`config.mk`:
```
export PLATFORM = sky130hd
export DESIGN_NAME = tile_color_gen
export DESIGN_NICKNAME = d
export VERILOG_FILES = /design/src/rtl/tile_color_gen.sv
export SDC_FILE = /design/constraint.sdc
export NUM_CORES = 1
export LEC_CHECK = 0
export CAP_MARGIN = 15
export CORE_ASPECT_RATIO = 1.1
export CORE_UTILIZATION = 55
export CTS_CLUSTER_DIAMETER = 60
export CTS_CLUSTER_SIZE = 30
export DETAILED_ROUTE_END_ITERATION = 10
export GPL_ROUTABILITY_DRIVEN = 1
export MAX_ROUTING_LAYER = met4
export PLACE_DENSITY_LB_ADDON = 0.1
export SLEW_MARGIN = 10
export SYNTH_ARGS = -nofsm -noshare
export SYNTH_HDL_FRONTEND = slang
export SYNTH_SLANG_ARGS = --single-unit
```
`constraint.sdc`:
```
create_clock -name clk -period 1.83 [get_ports clk]
set_input_delay 0.549 -clock clk [delete_from_list [all_inputs] [get_ports clk]]
set_output_delay 0.549 -clock clk [all_outputs]
set_load 0.005 [all_outputs]
```
`src/rtl/tile_color_gen.sv`:
```
// tile_color_gen: tile-grid colour overlay for the VGA pixel path.
// The active area is split into TILES_X x TILES_Y tiles, each with its own
// colour register and painted flag. Repaint requests are held until the
// next frame_start and committed in blanking with a colour taken from a
// free-running 24-bit Galois LFSR. Pixel latency is two clocks.
// Optional feature macro: TILE_COLOR_BORDER_EN (white tile-edge grid lines).
module tile_color_gen #(
  parameter int          TILES_X = 4,
  parameter int          TILES_Y = 4,
  parameter int          TILE_W  = 128,
  parameter int          TILE_H  = 64,
  parameter int          X_ORG   = 144,
  parameter int          Y_ORG   = 35,
  parameter int          CW      = 8,
  parameter logic [23:0] SEED    = 24'hACE1F5,
  localparam int         NT      = TILES_X * TILES_Y,
  localparam int         SEL_W   = (NT > 1) ? $clog2(NT) : 1
) (
  input  logic             clk,
  input  logic             reset,
  input  logic [9:0]       x,
  input  logic [9:0]       y,
  input  logic             frame_start,
  input  logic             upd_req,
  input  logic [SEL_W-1:0] sel,
  input  logic             clr_req,
  output logic             upd_busy,
  output logic             upd_ack,
  input  logic [CW-1:0]    r_in,
  input  logic [CW-1:0]    g_in,
  input  logic [CW-1:0]    b_in,
  output logic [CW-1:0]    r_out,
  output logic [CW-1:0]    g_out,
  output logic [CW-1:0]    b_out
);

  localparam int          CBITS     = 3 * CW;
  localparam int          LOG_W     = $clog2(TILE_W);
  localparam int          LOG_H     = $clog2(TILE_H);
  localparam logic [10:0] X_ORG_L   = 11'(X_ORG);
  localparam logic [10:0] Y_ORG_L   = 11'(Y_ORG);
  localparam logic [10:0] GRID_W_L  = 11'(TILES_X * TILE_W);
  localparam logic [10:0] GRID_H_L  = 11'(TILES_Y * TILE_H);
  localparam logic [10:0] TILES_X_L = 11'(TILES_X);
  localparam logic [SEL_W:0] NT_L   = (SEL_W + 1)'(NT);
  // Galois feedback mask for x^24 + x^23 + x^22 + x^17 + 1 (right-shifting form)
  localparam logic [23:0] LFSR_MASK = 24'hE10000;

  typedef enum logic [1:0] {
    IDLE,
    PENDING,
    COMMIT
  } state_t;

  state_t             state_q, state_d;
  logic [SEL_W-1:0]   sel_q, sel_d;
  logic [23:0]        lfsr_q, lfsr_d;
  logic               clr_pend_q, clr_pend_d;
  logic [NT-1:0]      painted_q, painted_d;
  logic [CBITS-1:0]   color_q [NT];
  logic [CBITS-1:0]   color_d [NT];
  logic               commit_en;

  logic               hit_q, hit_d;
  logic [SEL_W-1:0]   tile_q, tile_d;
  logic [CBITS-1:0]   pix_q, pix_d;
  logic [CBITS-1:0]   out_q, out_d;
  logic [10:0]        dx, dy, tx, ty;
`ifdef TILE_COLOR_BORDER_EN
  localparam logic [10:0] MASK_W = 11'(TILE_W - 1);
  localparam logic [10:0] MASK_H = 11'(TILE_H - 1);
  logic               border_q, border_d;
`endif

  // LFSR advances every clock; an all-zero state would lock up, so reload SEED
  always_comb begin
    lfsr_d = lfsr_q >> 1;
    if (lfsr_q[0]) begin
      lfsr_d = lfsr_d ^ LFSR_MASK;
    end
    if (lfsr_q == 24'h0) begin
      lfsr_d = SEED;
    end
  end

  // Control FSM: accept in IDLE, wait for blanking in PENDING, write in COMMIT
  always_comb begin
    state_d   = state_q;
    sel_d     = sel_q;
    upd_busy  = 1'b0;
    upd_ack   = 1'b0;
    commit_en = 1'b0;
    case (state_q)
      IDLE: begin
        if (upd_req) begin
          sel_d   = sel;
          state_d = PENDING;
        end
      end
      PENDING: begin
        upd_busy = 1'b1;
        if (frame_start) begin
          state_d = COMMIT;
        end
      end
      COMMIT: begin
        upd_ack   = 1'b1;
        commit_en = 1'b1;
        state_d   = IDLE;
      end
      default: begin
        state_d = IDLE;
      end
    endcase
  end

  // Tile store: sticky clear resolves on frame_start, commits land a cycle later
  always_comb begin
    painted_d  = painted_q;
    color_d    = color_q;
    clr_pend_d = clr_pend_q | clr_req;
    if (frame_start && clr_pend_d) begin
      painted_d  = '0;
      clr_pend_d = 1'b0;
    end
    if (commit_en && ({1'b0, sel_q} < NT_L)) begin
      painted_d[sel_q] = 1'b1;
      color_d[sel_q]   = lfsr_q[23 -: CBITS];
    end
  end

  // Stage 1: grid hit test and tile number from 11-bit origin-relative offsets
  always_comb begin
    dx     = {1'b0, x} - X_ORG_L;
    dy     = {1'b0, y} - Y_ORG_L;
    hit_d  = ({1'b0, x} >= X_ORG_L) && (dx < GRID_W_L) &&
             ({1'b0, y} >= Y_ORG_L) && (dy < GRID_H_L);
    tx     = dx >> LOG_W;
    ty     = dy >> LOG_H;
    tile_d = SEL_W'(ty * TILES_X_L + tx);
    pix_d  = {r_in, g_in, b_in};
`ifdef TILE_COLOR_BORDER_EN
    border_d = hit_d && (((dx & MASK_W) == 11'd0) || ((dy & MASK_H) == 11'd0));
`endif
  end

  // Stage 2: painted tiles override the delayed input colour
  always_comb begin
    out_d = pix_q;
    if (hit_q && painted_q[tile_q]) begin
      out_d = color_q[tile_q];
    end
`ifdef TILE_COLOR_BORDER_EN
    if (border_q) begin
      out_d = '1;
    end
`endif
  end

  // All state registers, cleared asynchronously by the active-low reset
  always_ff @(posedge clk or negedge reset) begin
    if (!reset) begin
      state_q    <= IDLE;
      sel_q      <= '0;
      lfsr_q     <= SEED;
      clr_pend_q <= 1'b0;
      painted_q  <= '0;
      for (int i = 0; i < NT; i++) begin
        color_q[i] <= '0;
      end
      hit_q      <= 1'b0;
      tile_q     <= '0;
      pix_q      <= '0;
      out_q      <= '0;
`ifdef TILE_COLOR_BORDER_EN
      border_q   <= 1'b0;
`endif
    end else begin
      state_q    <= state_d;
      sel_q      <= sel_d;
      lfsr_q     <= lfsr_d;
      clr_pend_q <= clr_pend_d;
      painted_q  <= painted_d;
      for (int i = 0; i < NT; i++) begin
        color_q[i] <= color_d[i];
      end
      hit_q      <= hit_d;
      tile_q     <= tile_d;
      pix_q      <= pix_d;
      out_q      <= out_d;
`ifdef TILE_COLOR_BORDER_EN
      border_q   <= border_d;
`endif
    end
  end

  assign r_out = out_q[CBITS-1 -: CW];
  assign g_out = out_q[2*CW-1 -: CW];
  assign b_out = out_q[CW-1:0];

endmodule

```
# Word-level counts from Yosys, hierarchy flattened
# Index checks and enable logic that the tools add are counted.
[totals]
word_cells = 79
in_bits = 53
regBits = 484
out_inout_bits = 26
[op_classes]
reduce_logical = 11
bitwise = 5
magnitude_cmp = 10
eq_ne = 4
muxes = 21
n_addsub = 3
[ops]
columns = ["operator", "count"]
rows = [
  ["$bwmux 384", 1],
  ["$mux 24", 6],
  ["$bmux 24 s4", 1],
  ["$demux 24 s4", 1],
  ["$mux 16", 2],
  ["$logic_not 24->1", 1],
  ["$or 16x16->16", 1],
  ["$lt 11x10->1 const B", 1],
  ["$lt 11x9->1 const B", 1],
  ["$sub 10x6->11 const B", 1],
  ["$sub 10x8->11 const B", 1],
  ["$ge 10x6->1 const B", 1],
  ["$ge 10x8->1 const B", 1],
  ["$ge 5x5->1 const B", 2],
  ["$lt 4x5->1 const B", 2],
  ["$not 4->5", 2],
  ["$logic_and 1x1->1", 7],
  ["$lt 5x1->1 const B", 1],
  ["$mux 1", 5],
  ["$add 4x4->4", 1],
  ["$bmux 1 s4", 1],
  ["$demux 1 s4", 1],
  ["$ge 4x1->1 const B", 1],
  ["$mux 2", 2],
  ["other kinds (8)", 10],
]

# Depth between registers and ports, before layout
[depth]
ltp_word = 6
mapped_depth = 8
mapped_depth_nobuf = 7

# Least setup slack after synthesis
# OpenSTA, ideal clock, no wires.
[synth_timing]
kind = "register to register"
startpoint = "register tile_q[0]"
endpoint = "register out_q[10]"
setup_time_ns = 0.125
required_ns = 1.705
t_arrival_ns = 1.824
stages_incl_launch_ff = 7
period_less_slack_ns = 1.949
path_buffers = 2
path_slack_ns = -0.119
cell_sequence = "dfrtp_1 buf_6 buf_2 mux4_2 a22oi_1 nand2_1 mux2_4"
[synth_between]
elab_chain_cells = 5
elab_cells_between_ends = 8
cone_classes = "mux: 6; bitwise: 1; reduce/logical: 1"
[synth_lines]
columns = ["element", "line", "text"]
rows = [
  ["from (decl)", "65", "logic [SEL_W-1:0] tile_q, tile_d;"],
  ["from (signal assigned)", "188", "tile_q <= tile_d;"],
  ["$not 4->5 (implied by the code)", "151", "out_d = color_q[tile_q];"],
  ["$bmux 24 s4", "151", ""],
  ["$mux 24 (implied by the code) (2 in a row)", "151", ""],
  ["$mux 24 *", "150", "if (hit_q && painted_q[tile_q]) begin"],
  ["via out_d[10]", "67", "logic [CBITS-1:0] out_q, out_d;"],
  ["to (signal assigned)", "190", "out_q <= out_d;"],
  ["to (decl)", "67", ""],
]
# Mark *: on every way through the listed nets, which the timed path passes. The rest lies on a longest branch. The select of a mux whose other input is x is not followed.
# A chain may end at the register's enable or synchronous reset.

# Final worst setup path
[layout_timing]
startpoint = "register tile_q[0]"
endpoint = "register out_q[5]"
# The elaborated chain is that of the path after synthesis.

==> impl_metrics.sql <==
INSERT INTO impl_metrics (metric_group, metric, value, unit) VALUES
('cts', 'clockRootBuffer', 'sky130_fd_sc_hd__clkbuf_16', ''),
('setup_path', 'cp_peak_stage_delay', '0.50', 'ns'),
('sta', 'rsz0062_at_grt', 'true', ''),
('setup_path', 'critical_path.reg2reg.endpoint', 'out_q[5]', ''),
('global_routing', 'largest_net_degree_at_the_start_of_global_routing', '103', ''),
('setup_path', 'critical_path.cell_chain', 'buf_12 -> buf_4 -> mux4_2 -> a22oi_2 -> nand2_2 -> mux2_4', ''),
('flow_run', 'cap_viol_max_count', '0', ''),
('detailed_routing', 'routed_wirelength', '47600', 'um'),
('setup_path', 'critical_path_buf_inv_count', '2', ''),
('detailed_routing', 'firstDrtPassIters', '4', ''),
('detailed_routing', 'via_count', '11579', ''),
('finish', 'areaGrowthSynthToFinish', '19.6', '%'),
('synthesis', 'synth_top_family_by_area', 'multiplexers', ''),
('synthesis', 'synthesis.instances', '1301', ''),
('synthesis', 'yosys.area_share.adder', '0.000602', ''),
('setup_path', 'ff2ff_setup_slack', '-0.23', 'ns'),
('die', 'die_area', '0.0386', 'mm2'),
('sta', 'worst_slew_pin_slew', '0.575', 'ns'),
('global_routing', 'grt_pass1_wl', '75100', 'um'),
('finish', 'fillerInstances', '2644', ''),
('cts', 'clock_latency_at_the_later_pin_of_the_worst_skew_pair', '0.55', 'ns'),
('sta', 'slew_viol_final', '0', ''),
('setup_path', 'worstSetupEndpointType', 'flip-flop', ''),
('setup_path', 'worst_setup_path_start_kind', 'flip-flop', ''),
('synthesis', 'yosys.cell_types.count', '41', ''),
('detailed_routing', 'wirelength_met1', '21300', 'um'),
('synthesis', 'synth_async_sr_flop_share', '1.00', ''),
('setup_path', 'path_delay_family', 'multiplexers', ''),
('cts', 'cts-root-to-sink-buffers', '3', ''),
('sta', 'setup_slack', '-0.234', 'ns'),
('synthesis', 'postSynthAreaPerCell', '16.0', 'um2'),
('global_routing', 'grt_pass1_vias', '12400', ''),
('detailed_routing', 'drtIter0Drc', '648', ''),
('worst_hold_path', 'min-delay-path-class', 'in -> reg', ''),
('place', 'routabilityCongestion', '0.792', ''),
('synthesis', 'syn_nets', '1355', ''),
('detailed_routing', 'route.top_layer_used', 'met4', ''),
('sta', 'setup_violations', '26', ''),
('detailed_routing', 'number_of_design_rule_violations_left_after_detail_routing', '0', ''),
('setup_path', 'cp.arrival', '2.49', 'ns'),
('synthesis', 'yosys.area_share.simple', '0.0285', ''),
('synthesis', 'synth.mux.area_fraction', '0.335', ''),
('detailed_routing', 'met3_length', '1900', 'um'),
('outcome', 'outcome', 'complete, but fails checks', ''),
('setup_path', 'crit_slowest_cell', 'sky130_fd_sc_hd__dfrtp_4', ''),
('place', 'hpwl', '29300', 'um'),
('setup_path', 'crit_path_max_fanout', '14', ''),
('worst_hold_path', 'hold-path-cell-count', '3', ''),
('worst_hold_path', 'timing.hold.worst.start', 'x[5]', ''),
('synthesis', 'post_synth_xor_area_fraction', '0.00379', ''),
('detailed_routing', 'routedWlPerCell', '24.2', 'um'),
('sta', 'timing_hold_violations_final', '0', ''),
('cts', 'clk_pin_slew_worst_paths', '0.08', 'ns'),
('sta', 'clock_skew', '0.0233', 'ns'),
('finish', 'finalNetCount', '1502', ''),
('outcome', 'violations', 'setup timing', ''),
('detailed_routing', 'drt-vias-per-instance', '5.88', ''),
('die', 'effective_utilization_at_floorplan', '0.558', ''),
('sta', 'setup_total_negative_slack', '-5.08', 'ns'),
('cts', 'clkSinkCount', '484', ''),
('sta', 'timing.slew.headroom', '0.617', ''),
('global_routing', 'grt_total_ovfl', '0', ''),
('synthesis', 'synth.ff_latch_count', '484', ''),
('sta', 'period_minus_slack', '2.06', 'ns'),
('die', 'dieHeight', '206', 'um'),
('pwr', 'power-per-cell-area', '1310', 'mW/mm2'),
('die', 'rows', '74', ''),
('die', 'die_w', '187', 'um'),
('finish', 'diodes_inserted', '0', ''),
('die', 'placeableCoreArea', '0.0372', 'mm2'),
('synthesis', 'ys_seq_area_frac', '0.584', '');
## worst max path at each step
stage / slack (ns) / depth (start not counted) / from / to
detailed placement: -0.50 / 8 / y[0] / tile_q[3]
finish: -0.23 / 6 / tile_q[0] / out_q[5]
global placement: -0.49 / 8 / y[0] / tile_q[3]
CTS: -0.26 / 6 / tile_q[0] / out_q[5]
global route: -0.31 / 8 / tile_q[0] / out_q[0]
floorplan: -0.05 / 7 / tile_q[0] / out_q[17]
## state kept, by name, summed over array words and instances (netlist names)
signal	cells
clr_pend_q	1
sel_q	4
out_q	24
pix_q	24
lfsr_q	24
state_q	2
hit_q	1
painted_q	16
color_q	384
tile_q	4
## routing by layer
| layer | GRT usage | vias up |
|---|---|---|
| met5 | - | - |
| met4 | 0.0679 | 0 |
| met3 | 0.0345 | 70 |
| met2 | 0.434 | 226 |
| met1 | 0.366 | 6224 |
| li1 | - | 5059 |
## cells in the mapped netlist, types with 6 or more instances
master	instances	area (um2)
sky130_fd_sc_hd__dfrtp_1	470	11800
sky130_fd_sc_hd__mux2_2	392	4410
sky130_fd_sc_hd__mux4_2	96	2160
sky130_fd_sc_hd__clkbuf_1	60	225
sky130_fd_sc_hd__nand2_1	57	214
sky130_fd_sc_hd__a22oi_1	48	360
sky130_fd_sc_hd__buf_2	36	180
sky130_fd_sc_hd__mux2_4	20	300
sky130_fd_sc_hd__dfstp_2	14	368
sky130_fd_sc_hd__or2_2	13	81.3
sky130_fd_sc_hd__nor2_1	12	45.0
sky130_fd_sc_hd__nor2b_1	9	56.3
sky130_fd_sc_hd__nor4_1	7	43.8
sky130_fd_sc_hd__a21o_1	6	45.0
## power by group
group,switching [mW],internal [mW]
clock,4.05,4.39
sequential,1.84,14.4
combinational,2.77,5.24
## tightest hold or removal path: stages
cell	delay [ns]
sky130_fd_sc_hd__dlymetal6s2s_1	0.10
sky130_fd_sc_hd__nor4_1	0.05
sky130_fd_sc_hd__nor2_1	0.08
## cells in the final DEF (no fill, tap or decap), types with 5 or more instances in the layout
cell type,instances
sky130_fd_sc_hd__a21o_1,6
sky130_fd_sc_hd__clkbuf_16,37
sky130_fd_sc_hd__xnor2_1,5
sky130_fd_sc_hd__a22oi_2,21
sky130_fd_sc_hd__mux2_2,386
sky130_fd_sc_hd__mux2_4,26
sky130_fd_sc_hd__buf_6,13
sky130_fd_sc_hd__nor4_1,7
sky130_fd_sc_hd__nand2_1,54
sky130_fd_sc_hd__dlygate4sd2_1,24
sky130_fd_sc_hd__or2_2,13
sky130_fd_sc_hd__buf_4,85
sky130_fd_sc_hd__nor2_1,8
sky130_fd_sc_hd__dfstp_2,14
sky130_fd_sc_hd__inv_6,10
sky130_fd_sc_hd__buf_12,45
sky130_fd_sc_hd__mux4_2,96
sky130_fd_sc_hd__clkdlybuf4s50_1,43
sky130_fd_sc_hd__a22oi_1,27
sky130_fd_sc_hd__dfrtp_1,468
## through the flow
step | cell area, um2 | setup slack, ns
after CTS | 24600 | -0.264
final | 24800 | -0.234
after detailed placement | 23200 | -0.495
after floorplan | 20800 | -0.0500
after global placement | 23200 | -0.487
after global routing | 24800 | -0.305
## cells by family (layout without fill, tap and decap cells)
kind of cell	count (synthesis)	after routing
buffers and inverters	112	286
adders and majority gates	1	1
AOI/OAI and AO/OA	61	61
xor gates and xnor gates	9	9
DFF	484	484
and+or+nand+nor	120	120
muxes	514	514
## cell type report
cell class | instances | area, um2 | share of cell area
sequential | 484 | 12100 | 0.488
multi-input combinational | 705 | 8370 | 0.337
tap | 494 | 618 | 0.0249
inverter | 1 | 6.26 | 0.000252
clock buffer | 41 | 930 | 0.0374
clock inverter | 23 | 305 | 0.0123
timing repair buffer | 221 | 2480 | 0.0998
## what timing repair did
item	in CTS	in global routing
gates cloned	1	1
hold buffers	1	0
buffers inserted	8	6
hold endpoints to repair	6	0
gates resized for setup	63	40
endpoints found under the setup margin	191	178
pin swaps	10	11
No activity file was read; power rests on OpenSTA's default activity.
